[src/rtl/reg_bus_initiator.sv]
// Register-bank bus initiator: takes one read/write command over a
// valid/ready handshake, strobes the shared bus, returns a response.
// Ports:
//   SYS_CLK, rst(async, low)   clock / reset
//   cmd_valid/ready/write/addr/wdata   command handshake and payload
//   rsp_valid/ready/write/err/rdata    response handshake and payload
//   amba_addr, read_flag, write_flag, bus_wdata, bus_rdata   register bus
module reg_bus_initiator #(
  parameter int DATA_WIDTH = 8,
  parameter int REG_COUNT  = 16
) (
  input  logic                  SYS_CLK,
  input  logic                  rst,
  input  logic                  cmd_valid,
  output logic                  cmd_ready,
  input  logic                  cmd_write,
  input  logic [DATA_WIDTH-1:0] cmd_addr,
  input  logic [DATA_WIDTH-1:0] cmd_wdata,
  output logic                  rsp_valid,
  input  logic                  rsp_ready,
  output logic                  rsp_write,
  output logic                  rsp_err,
  output logic [DATA_WIDTH-1:0] rsp_rdata,
  output logic [DATA_WIDTH-1:0] amba_addr,
  output logic                  read_flag,
  output logic                  write_flag,
  output logic [DATA_WIDTH-1:0] bus_wdata,
  input  logic [DATA_WIDTH-1:0] bus_rdata
);

  // When the register count covers the whole address space,
  // no address can be out of range.
  localparam bit ALL_LEGAL =
    ($clog2(REG_COUNT + 1) > DATA_WIDTH);
  localparam logic [DATA_WIDTH-1:0] LIMIT =
    DATA_WIDTH'(REG_COUNT);

  typedef enum logic [1:0] {
    IDLE,
    ACCESS,
    CAPTURE,
    RESP
  } state_t;

  state_t r_state;
  state_t w_state_nxt;

  logic                  r_cmd_write;
  logic [DATA_WIDTH-1:0] r_amba_addr;
  logic [DATA_WIDTH-1:0] r_bus_wdata;
  logic                  r_read_flag;
  logic                  r_write_flag;
  logic                  r_rsp_valid;
  logic                  r_rsp_write;
  logic                  r_rsp_err;
  logic [DATA_WIDTH-1:0] r_rsp_rdata;

  logic                  w_cmd_write_nxt;
  logic [DATA_WIDTH-1:0] w_amba_addr_nxt;
  logic [DATA_WIDTH-1:0] w_bus_wdata_nxt;
  logic                  w_read_flag_nxt;
  logic                  w_write_flag_nxt;
  logic                  w_rsp_valid_nxt;
  logic                  w_rsp_write_nxt;
  logic                  w_rsp_err_nxt;
  logic [DATA_WIDTH-1:0] w_rsp_rdata_nxt;
  logic                  w_in_range;

  assign w_in_range = ALL_LEGAL || (cmd_addr < LIMIT);

  always_ff @(posedge SYS_CLK or negedge rst) begin
    if (!rst) begin
      r_state      <= IDLE;
      r_cmd_write  <= 1'b0;
      r_amba_addr  <= '0;
      r_bus_wdata  <= '0;
      r_read_flag  <= 1'b0;
      r_write_flag <= 1'b0;
      r_rsp_valid  <= 1'b0;
      r_rsp_write  <= 1'b0;
      r_rsp_err    <= 1'b0;
      r_rsp_rdata  <= '0;
    end else begin
      r_state      <= w_state_nxt;
      r_cmd_write  <= w_cmd_write_nxt;
      r_amba_addr  <= w_amba_addr_nxt;
      r_bus_wdata  <= w_bus_wdata_nxt;
      r_read_flag  <= w_read_flag_nxt;
      r_write_flag <= w_write_flag_nxt;
      r_rsp_valid  <= w_rsp_valid_nxt;
      r_rsp_write  <= w_rsp_write_nxt;
      r_rsp_err    <= w_rsp_err_nxt;
      r_rsp_rdata  <= w_rsp_rdata_nxt;
    end
  end

  // Strobes default low so each lasts exactly the ACCESS cycle;
  // everything else holds unless a state updates it.
  always_comb begin
    w_state_nxt      = r_state;
    w_cmd_write_nxt  = r_cmd_write;
    w_amba_addr_nxt  = r_amba_addr;
    w_bus_wdata_nxt  = r_bus_wdata;
    w_read_flag_nxt  = 1'b0;
    w_write_flag_nxt = 1'b0;
    w_rsp_valid_nxt  = r_rsp_valid;
    w_rsp_write_nxt  = r_rsp_write;
    w_rsp_err_nxt    = r_rsp_err;
    w_rsp_rdata_nxt  = r_rsp_rdata;
    unique case (r_state)
      IDLE: begin
        if (cmd_valid) begin
          w_cmd_write_nxt = cmd_write;
          if (w_in_range) begin
            w_state_nxt      = ACCESS;
            w_amba_addr_nxt  = cmd_addr;
            if (cmd_write) w_bus_wdata_nxt = cmd_wdata;
            w_read_flag_nxt  = ~cmd_write;
            w_write_flag_nxt = cmd_write;
          end else begin
            w_state_nxt     = RESP;
            w_rsp_valid_nxt = 1'b1;
            w_rsp_err_nxt   = 1'b1;
            w_rsp_write_nxt = cmd_write;
            w_rsp_rdata_nxt = '0;
          end
        end
      end
      ACCESS: begin
        if (r_cmd_write) begin
          w_state_nxt     = RESP;
          w_rsp_valid_nxt = 1'b1;
          w_rsp_err_nxt   = 1'b0;
          w_rsp_write_nxt = 1'b1;
          w_rsp_rdata_nxt = '0;
        end else begin
          w_state_nxt = CAPTURE;
        end
      end
      CAPTURE: begin
        // Bank data_out was refreshed at the ACCESS edge.
        w_state_nxt     = RESP;
        w_rsp_valid_nxt = 1'b1;
        w_rsp_err_nxt   = 1'b0;
        w_rsp_write_nxt = 1'b0;
        w_rsp_rdata_nxt = bus_rdata;
      end
      RESP: begin
        if (rsp_ready) begin
          w_state_nxt     = IDLE;
          w_rsp_valid_nxt = 1'b0;
        end
      end
      default: w_state_nxt = IDLE;
    endcase
  end

  assign cmd_ready  = (r_state == IDLE);
  assign rsp_valid  = r_rsp_valid;
  assign rsp_write  = r_rsp_write;
  assign rsp_err    = r_rsp_err;
  assign rsp_rdata  = r_rsp_rdata;
  assign amba_addr  = r_amba_addr;
  assign read_flag  = r_read_flag;
  assign write_flag = r_write_flag;
  assign bus_wdata  = r_bus_wdata;

endmodule

[config.mk]
export PLATFORM = sky130hd
export DESIGN_NAME = reg_bus_initiator
export DESIGN_NICKNAME = d
export VERILOG_FILES = /design/src/rtl/reg_bus_initiator.sv
export SDC_FILE = /design/constraint.sdc
export NUM_CORES = 1
export LEC_CHECK = 0
export BUFFER_PORTS_ARGS = -buffer_cell sky130_fd_sc_hd__buf_2
export CAP_MARGIN = 20
export CORE_MARGIN = 10
export CORE_UTILIZATION = 40
export DETAILED_ROUTE_END_ITERATION = 6
export PLACE_DENSITY = 0.81
export SYNTH_ARGS = -nofsm -noshare
export SYNTH_HDL_FRONTEND = slang
export SYNTH_SLANG_ARGS = --single-unit
[constraint.sdc]
create_clock -name SYS_CLK -period 2.65 [get_ports SYS_CLK]
set_input_delay 0.3975 -clock SYS_CLK [delete_from_list [all_inputs] [get_ports SYS_CLK]]
set_output_delay 0.3975 -clock SYS_CLK [all_outputs]
set_load 0.05 [all_outputs]
==> flow_metrics.env, run 1 <==
export IMPL_endpoint_kind="flop"
export IMPL_grt_pass1_wl_um=5090
export IMPL_synth_most_common_cell="dfrtp_1"
export IMPL_row_count=21
export IMPL_slew_violations=0
export IMPL_cts_buffers_inserted=5
export IMPL_synth_async_sr_flop_share_pct=100
export IMPL_h_tree_depth=2
export IMPL_grt_busiest_layer="met2"
export IMPL_final_layout_size_suffix_gt1_share_pct=48.5
export IMPL_finalNonFillerCells=217
export IMPL_ctsResizeCount=0
export IMPL_path_clk_slew_ps=100
export IMPL_area_delta_synth_final_pct=30.6
export IMPL_ant_nets=0
export IMPL_synth_commonest_cells="dfrtp_1, mux2_2, inv_1"
export IMPL_leakagePower_nw=1.02
export IMPL_ys_types=26
export IMPL_postCtsSetupBuffers=0
export IMPL_pin_count=59
export IMPL_synth_edf_count=0
export IMPL_hold_viol_final=0
export IMPL_ys_flop_type="dfrtp_1"
export IMPL_utilization_pct=54.1
export IMPL_crit_type="flop to flop"
export IMPL_yosys_area_top_type="dfrtp_1"
export IMPL_skew_ps=4.69
export IMPL_grt_pass1_vias=1071
export IMPL_dpl_instance_area_um2=1710
export IMPL_use_met2_pct=15.5
export IMPL_drtIter0Drc=38
export IMPL_syn_cell_area_um2=1380
export IMPL_rsz0062_at_grt="no"
export IMPL_grt_util_all_layers_pct=10.2
export IMPL_die_w_um=78.8
export IMPL_status="completed"
export IMPL_port_buffers=58
export IMPL_r2r_cells=6
export IMPL_post_synth_inst_count=108
export IMPL_start_util_pct=41.5
export IMPL_dp_cells=209
export IMPL_power_density_nw_per_um2=1200
export IMPL_drc=0
export IMPL_use_met3_pct=6.42
export IMPL_synth_area_leaders="dfrtp_1, mux2_2, mux2i_1, ha_1, inv_1"
export IMPL_coreArea_um2=3340
export IMPL_ir_worst_vdd_uv=636
export IMPL_clock_latency_ps=330
export IMPL_yosys_warnings=0
export IMPL_synth_avg_cell_area_um2=12.8
export IMPL_tightest_slew_ps=680
export IMPL_viasPerCell=4.56
export IMPL_dp_hpwl_um=2400
export IMPL_dieHeight_um=78.8
export IMPL_clk_path_buf_depth=2
export IMPL_grt_overflow=0
export IMPL_grt_max_degree=33
export IMPL_grt_use_met1_pct=11.2
export IMPL_relSlewSlack_pct=54.7
export IMPL_crit_fanout=9
export IMPL_synth_ff_latch_count=32
export IMPL_dieArea_um2=6210
export IMPL_period_share_pct=82.9
export IMPL_ctsHoldBuffers=0
export IMPL_clkSinkCount=32
export IMPL_ff2ff_setup_slack_ps=450
export IMPL_routed_wl_um=3070
export IMPL_netlist_area_leader_share_pct=57.9
export IMPL_clock_fmax_mhz=455
export IMPL_gp_congestion=0.735
export IMPL_dr_pass1_iters=4
export IMPL_num_nets_final=204
export IMPL_power_mw=2.16
export IMPL_design_area_um2=1810
export IMPL_seq_area_frac_synth_pct=57.9
export IMPL_fin_tns_setup_ps=0
export IMPL_period_minus_slack_ps=2200
export IMPL_cts_tree="built"
export IMPL_critPathRequiredTime_ps=2870
export IMPL_finalSetupViolCount=0
export IMPL_worst_ep_arrival_time_ps=2420
export IMPL_diodes=0
export IMPL_wl_per_cell_um=14.1
export IMPL_syn_nets=142
export IMPL_ctsRootBufferMaster="clkbuf_4"
export IMPL_worstSetupStartpointType="flop"
export IMPL_via_count=990
export IMPL_hold_path_class="input port to asynchronous set/reset pin"
export IMPL_antenna_found_initial=0
export IMPL_max_cap_violations=0
[metrics by stage]
| step | hold WS [ps] | worst slack, ps |
|---|---|---|
| finish | 95.6 | 454 |
| global route | 129 | 301 |
| CTS | 109 | 435 |
| detailed placement | 466 | 476 |
| global placement | 464 | 580 |
| floorplan | 102 | 408 |
[path summary, 6_finish.rpt]
kind | from | to
setup / recovery | r_state[0] | bus_wdata[2]
hold / removal | rst | write_flag
max in group asynchronous | rst | rsp_rdata[0]
setup reg to reg | r_state[0] | bus_wdata[2]
hold reg to reg | bus_wdata[1] | bus_wdata[1]
min in group SYS_CLK | cmd_write | read_flag
[layout make-up]
| class | count | area (µm²) |
|---|---|---|
| clock buffers | 7 | 65.1 |
| fillers | 309 | 1530 |
| flip-flops and latches | 32 | 801 |
| clock inverters | 1 | 30.0 |
| multi-input cells | 61 | 518 |
| well taps | 46 | 57.6 |
| inverters | 12 | 45.0 |
| repair buffers | 58 | 290 |
[state kept, by name, indices dropped and copies added, names as in the netlist]
| signal | count |
|---|---|
| amba_addr | 8 |
| bus_wdata | 8 |
| rsp_rdata | 8 |
| r_state | 2 |
| r_cmd_write | 1 |
| read_flag | 1 |
| rsp_err | 1 |
| rsp_valid | 1 |
| rsp_write | 1 |
| write_flag | 1 |
[worst max-delay path, cell delays in order (launching register included)]
cell,delay [ps]
dfrtp_1,470
inv_1,120
ha_1,290
nand2b_2,100
nor4_4,270
and3_1,450
mux2_2,390
[power by group]
group          switching, mW  total, mW  leakage [nW]  internal, mW
clock                  0.162      0.412        0.0515         0.250
sequential            0.0809      0.700         0.424         0.619
combinational          0.693       1.05         0.546         0.356
total                  0.936       2.16          1.02          1.23
[per-layer routing]
layer | wire length (µm) | share of wire [%]
met1 | 1300 | 42
met2 | 1300 | 43
met3 | 405 | 13
met4 | 59 | 1.9
met5 | 0 | 0
[cells by family (layout without fill, tap and decap cells)]
family	Yosys count	after routing	share of synthesized area (%)
flip-flops	32	32	57.9
AND/OR/NAND/NOR	25	25	10.4
multiplexers	24	24	19.0
buffers and inverters	15	78	4.70
AO/OA/AOI/OAI	7	7	3.53
adder cells (fa/ha/maj)	5	5	4.52
[cells in the final DEF, fill, tap and decap left out, types with 2 or more instances in the layout]
cell type / netlist / final
buf_2: 1 / 58
dfrtp_1: 32 / 32
mux2_2: 13 / 13
inv_1: 12 / 12
nand2_1: 11 / 11
mux2i_1: 9 / 9
ha_1: 5 / 5
clkbuf_4: 0 / 5
and2_1: 4 / 4
nor2_1: 3 / 3
nor2b_1: 2 / 2
clkbuf_8: 0 / 2
(Power assumes the default switching activity.)
==> run 2, diff against run 1 <==
- clock period: 2.65 -> 2.05 ns (I/O delays scaled with it)
==> flow_metrics.env, run 2 (synthesis gave the netlist of run 1 again) <==
export IMPL_status="completed"
export IMPL_pin_count=59
export IMPL_ant_nets=0
export IMPL_clock_latency_ps=320
export IMPL_worst_ep_arrival_time_ps=2100
export IMPL_antenna_found_initial=0
export IMPL_grt_overflow=0
export IMPL_viasPerCell=4.61
export IMPL_hold_viol_final=0
export IMPL_drt_met1_wl_um=1260
export IMPL_clkSinkCount=32
export IMPL_area_delta_synth_final_pct=31.8
export IMPL_start_util_pct=41.5
export IMPL_pwr_share_comb_pct=53.0
export IMPL_ctsHoldBuffers=0
export IMPL_period_minus_slack_ps=1910
export IMPL_slew_violations=0
export IMPL_seqPwrFrac_pct=31.0
export IMPL_final_cell_mix="buf_2, dfrtp_1, mux2_2"
export IMPL_grt_pass1_vias=1085
export IMPL_crit_type="flop to flop"
export IMPL_clk_path_buf_depth=2
export IMPL_grt_pass1_wl_um=5150
export IMPL_ir_worst_vdd_uv=841
export IMPL_power_density_nw_per_um2=1560
export IMPL_via_count=1015
export IMPL_hold_path_class="input port to asynchronous set/reset pin"
export IMPL_num_nets_final=207
export IMPL_port_buffers=58
export IMPL_wl_met3_um=324
export IMPL_tightest_slew_ps=667
export IMPL_ff2ff_setup_slack_ps=140
export IMPL_gp_congestion=0.905
export IMPL_skew_ps=8.36
export IMPL_clock_fmax_mhz=525
export IMPL_final_common_cell="buf_2"
export IMPL_routed_wl_um=3170
export IMPL_r2r_start="r_state[0]"
export IMPL_max_cap_violations=0
export IMPL_dieArea_um2=6210
export IMPL_fin_tns_setup_ps=0
export IMPL_pwr_share_clk_pct=16.1
export IMPL_switching_share_pct=44.1
export IMPL_wl_met2_um=1540
export IMPL_dp_hpwl_um=2550
export IMPL_r2r_cells=6
export IMPL_critPathRequiredTime_ps=2250
export IMPL_reg2reg_to="rsp_rdata[7]"
export IMPL_grt_max_degree=33
export IMPL_top_layer="met4"
export IMPL_cts_buffers_inserted=5
export IMPL_grt_util_all_layers_pct=10.4
export IMPL_cts_tree="built"
export IMPL_dr_pass1_iters=4
export IMPL_h_tree_depth=2
export IMPL_ctsRootBufferMaster="clkbuf_4"
export IMPL_drc=0
export IMPL_p_int_mw=1.59
export IMPL_worstSetupStartpointType="flop"
export IMPL_row_count=21
export IMPL_crit_fanout=9
export IMPL_p_switching_mw=1.26
export IMPL_leakagePower_nw=1.03
export IMPL_rsz0062_at_grt="no"
export IMPL_coreArea_um2=3340
export IMPL_finalSetupViolCount=0
export IMPL_diodes=0
export IMPL_path_clk_slew_ps=100
export IMPL_dieHeight_um=78.8
export IMPL_wl_per_cell_um=14.4
export IMPL_dp_cells=212
export IMPL_finalNonFillerCells=220
export IMPL_period_share_pct=92.9
export IMPL_die_w_um=78.8
export IMPL_relSlewSlack_pct=55.5
export IMPL_fillers=299
export IMPL_drtIter0Drc=55
export IMPL_endpoint_kind="flop"
export IMPL_final_layout_size_suffix_gt1_share_pct=50.0
==> run 2: critical path, stage by stage (launching register included) <==
cell	delay, ps
dfrtp_1	400
buf_4	160
ha_1	220
nor2b_1	170
or4_4	500
buf_4	210
mux2i_1	130
==> run 2: what timing repair did <==
action                                  CTS  global route
endpoints found under the setup margin    0             7
setup buffers                             0             0
resized for setup                         0             1
==> run 2: per-stage QoR <==
stage | hold slack, ps | worst slack [ps] | util [%] | area [µm²] | total power [mW]
after floorplan | 11.9 | 69.6 | - | 1400 | 2.04
after global placement | 386 | 145 | 52.3 | 1750 | 2.37
after detailed placement | 387 | 76.4 | 52.3 | 1750 | 2.40
after CTS | 23.2 | 64.3 | 54.6 | 1820 | 2.88
after global routing | 35.2 | 54.5 | 54.7 | 1820 | 3.02
final | 1.44 | 145 | 54.7 | 1820 | 2.85
==> run 2: per-layer routing <==
metal	vias up	global-route usage [%]
li1	489	-
met1	481	11.0
met2	41	16.7
met3	4	5.74
met4	0	4.66
met5	-	0
==> run 2: area by class of cell <==
type	instances	area [µm²]	share of cell area, %
Sequential cell	32	801	43.9
Timing Repair Buffer	61	313	17.1
Inverter	12	45.0	2.47
Multi-Input combinational cell	61	532	29.1
Clock inverter	2	35.0	1.92
Tap cell	46	57.6	3.16
Clock buffer	6	41.3	2.26
==> run 2: worst max path at each step <==
stage	startpoint	to	slack (ps)	cells after the start
4_1_cts	r_state[0]	bus_wdata[3]	60	6
3_3_place_gp	r_state[1]	bus_wdata[6]	150	6
2_1_floorplan	r_state[0]	rsp_write	70	7
6_report	r_state[0]	rsp_rdata[7]	140	6
5_1_grt	r_state[0]	rsp_rdata[4]	50	6
3_5_place_dp	r_state[0]	bus_wdata[0]	80	6
==> run 2: power groups by stage <==
stage,Sequential [mW],Combinational (mW),Clock [mW]
after floorplan,1.37,0.675,0
after global placement,0.887,1.48,0
after detailed placement,0.897,1.51,0
after CTS,0.883,1.52,0.473
after global routing,0.904,1.61,0.507
final,0.883,1.51,0.458
==> run 3, diff against run 2 <==
- PLACE_DENSITY: 0.81 -> 0.74
==> flow_metrics.env, run 3 (synthesis gave the netlist of run 1 again) <==
export IMPL_endpoint_kind="flop"
export IMPL_ff2ff_setup_slack_ps=100
export IMPL_ctsHoldBuffers=0
export IMPL_slew_violations=0
export IMPL_diodes=0
export IMPL_final_layout_size_suffix_gt1_share_pct=49.7
export IMPL_die_w_um=78.8
export IMPL_grt_overflow=0
export IMPL_worstPathCellList="inv_1 > ha_4 > nand2b_2 > nor4_4 > and3_2 > mux2_2"
export IMPL_grt_max_degree=33
export IMPL_antenna_found_initial=0
export IMPL_wl_met3_um=398
export IMPL_coreArea_um2=3340
export IMPL_wl_per_cell_um=14.9
export IMPL_start_util_pct=41.5
export IMPL_utilization_pct=54.4
export IMPL_area_delta_synth_final_pct=31.3
export IMPL_gp_congestion=0.724
export IMPL_final_cell_mix="buf_2, dfrtp_1, mux2_2"
export IMPL_period_minus_slack_ps=1950
export IMPL_crit_type="flop to flop"
export IMPL_dr_pass1_iters=4
export IMPL_tightest_slew_ps=701
export IMPL_ctsRootBufferMaster="clkbuf_4"
export IMPL_ir_worst_vdd_uv=690
export IMPL_finalNonFillerCells=219
export IMPL_path_clk_slew_ps=90
export IMPL_relSlewSlack_pct=53.3
export IMPL_power_density_nw_per_um2=1550
export IMPL_viasPerCell=4.59
export IMPL_cpPeakStageDelay_ps=440
export IMPL_dp_cells=211
export IMPL_port_buffers=58
export IMPL_top_layer="met4"
export IMPL_cts_tree="built"
export IMPL_ctsResizeCount=1
export IMPL_worstSetupStartpointType="flop"
export IMPL_hold_viol_final=0
export IMPL_row_count=21
export IMPL_routed_wl_um=3260
export IMPL_endpoint="bus_wdata[3]"
export IMPL_cp_slowest_cell="dfrtp_1"
export IMPL_fin_ws_ps=95.0
export IMPL_dieArea_um2=6210
export IMPL_r2r_cells=6
export IMPL_status="completed"
export IMPL_skew_ps=7.01
export IMPL_ant_nets=0
export IMPL_reg2reg_to="bus_wdata[3]"
export IMPL_clkSinkCount=32
export IMPL_fin_tns_setup_ps=0
export IMPL_num_nets_final=206
export IMPL_period_share_pct=95.4
export IMPL_leakagePower_nw=1.02
export IMPL_via_count=1005
export IMPL_grt_pass1_vias=1169
export IMPL_place_ws_ps=-10.6
export IMPL_grt_pass1_wl_um=5360
export IMPL_hold_path_class="input port to asynchronous set/reset pin"
export IMPL_crit_fanout=9
export IMPL_drtIter0Drc=40
export IMPL_dpl_instance_area_um2=1740
export IMPL_pin_count=59
export IMPL_cp_startpoint="r_state[1]"
export IMPL_finalSetupViolCount=0
export IMPL_drc=0
export IMPL_final_common_cell="buf_2"
export IMPL_dp_hpwl_um=2660
export IMPL_cts_buffers_inserted=5
export IMPL_clock_fmax_mhz=512
export IMPL_rsz0062_at_grt="no"
export IMPL_r2r_start="r_state[1]"
export IMPL_clk_path_buf_depth=2
export IMPL_worst_ep_arrival_time_ps=2170
export IMPL_postCtsSetupBuffers=0
export IMPL_drt_met1_wl_um=1310
export IMPL_design_area_um2=1820
export IMPL_max_cap_violations=0
export IMPL_grt_util_all_layers_pct=10.6
export IMPL_clock_latency_ps=320
export IMPL_wl_met2_um=1520
export IMPL_critPathRequiredTime_ps=2270
export IMPL_dieHeight_um=78.8
export IMPL_h_tree_depth=2
-- run 3: layout make-up --
class / count / area, µm²
clock buffers: 6 / 41.3
repair buffers: 60 / 305
fillers: 318 / 1520
flip-flops and latches: 32 / 801
clock inverters: 2 / 35.0
well taps: 46 / 57.6
inverters: 12 / 45.0
multi-input cells: 61 / 532
-- run 3: layer usage --
metal / GRT usage (%) / vias to the layer above
li1: - / 487
met1: 11.3 / 472
met2: 17.0 / 42
met3: 6.53 / 4
met4: 3.23 / 0
met5: 0 / -
-- run 3: stage by stage --
stage | hold WS [ps] | total power [mW]
final | 21.2 | 2.82
after detailed placement | 392 | 2.39
after global routing | 43.1 | 3.00
after global placement | 382 | 2.33
after floorplan | 11.9 | 2.04
after CTS | 23.6 | 2.86
-- run 3: worst min path at each step --
stage,from,endpoint,cells after the start
2_1_floorplan,rst,amba_addr[0],0
3_3_place_gp,rst,rsp_rdata[0],1
3_5_place_dp,rst,rsp_rdata[6],1
4_1_cts,rst,rsp_rdata[6],1
5_1_grt,rst,rsp_rdata[3],1
6_report,rst,rsp_rdata[3],1
-- run 3: where the power goes --
group / leakage, nW / total [mW] / switching (mW) / internal, mW
clock network: 0.0422 / 0.457 / 0.202 / 0.256
registers: 0.424 / 0.892 / 0.0918 / 0.800
logic: 0.555 / 1.47 / 0.949 / 0.517
-- run 3: worst max-delay path, delay by kind of cell, from the launching register on --
family	cells	cell delay (ps)
flops	1	440
mux	1	360
buf+inv	1	160
fa+ha+maj	1	190
simple gates	3	700
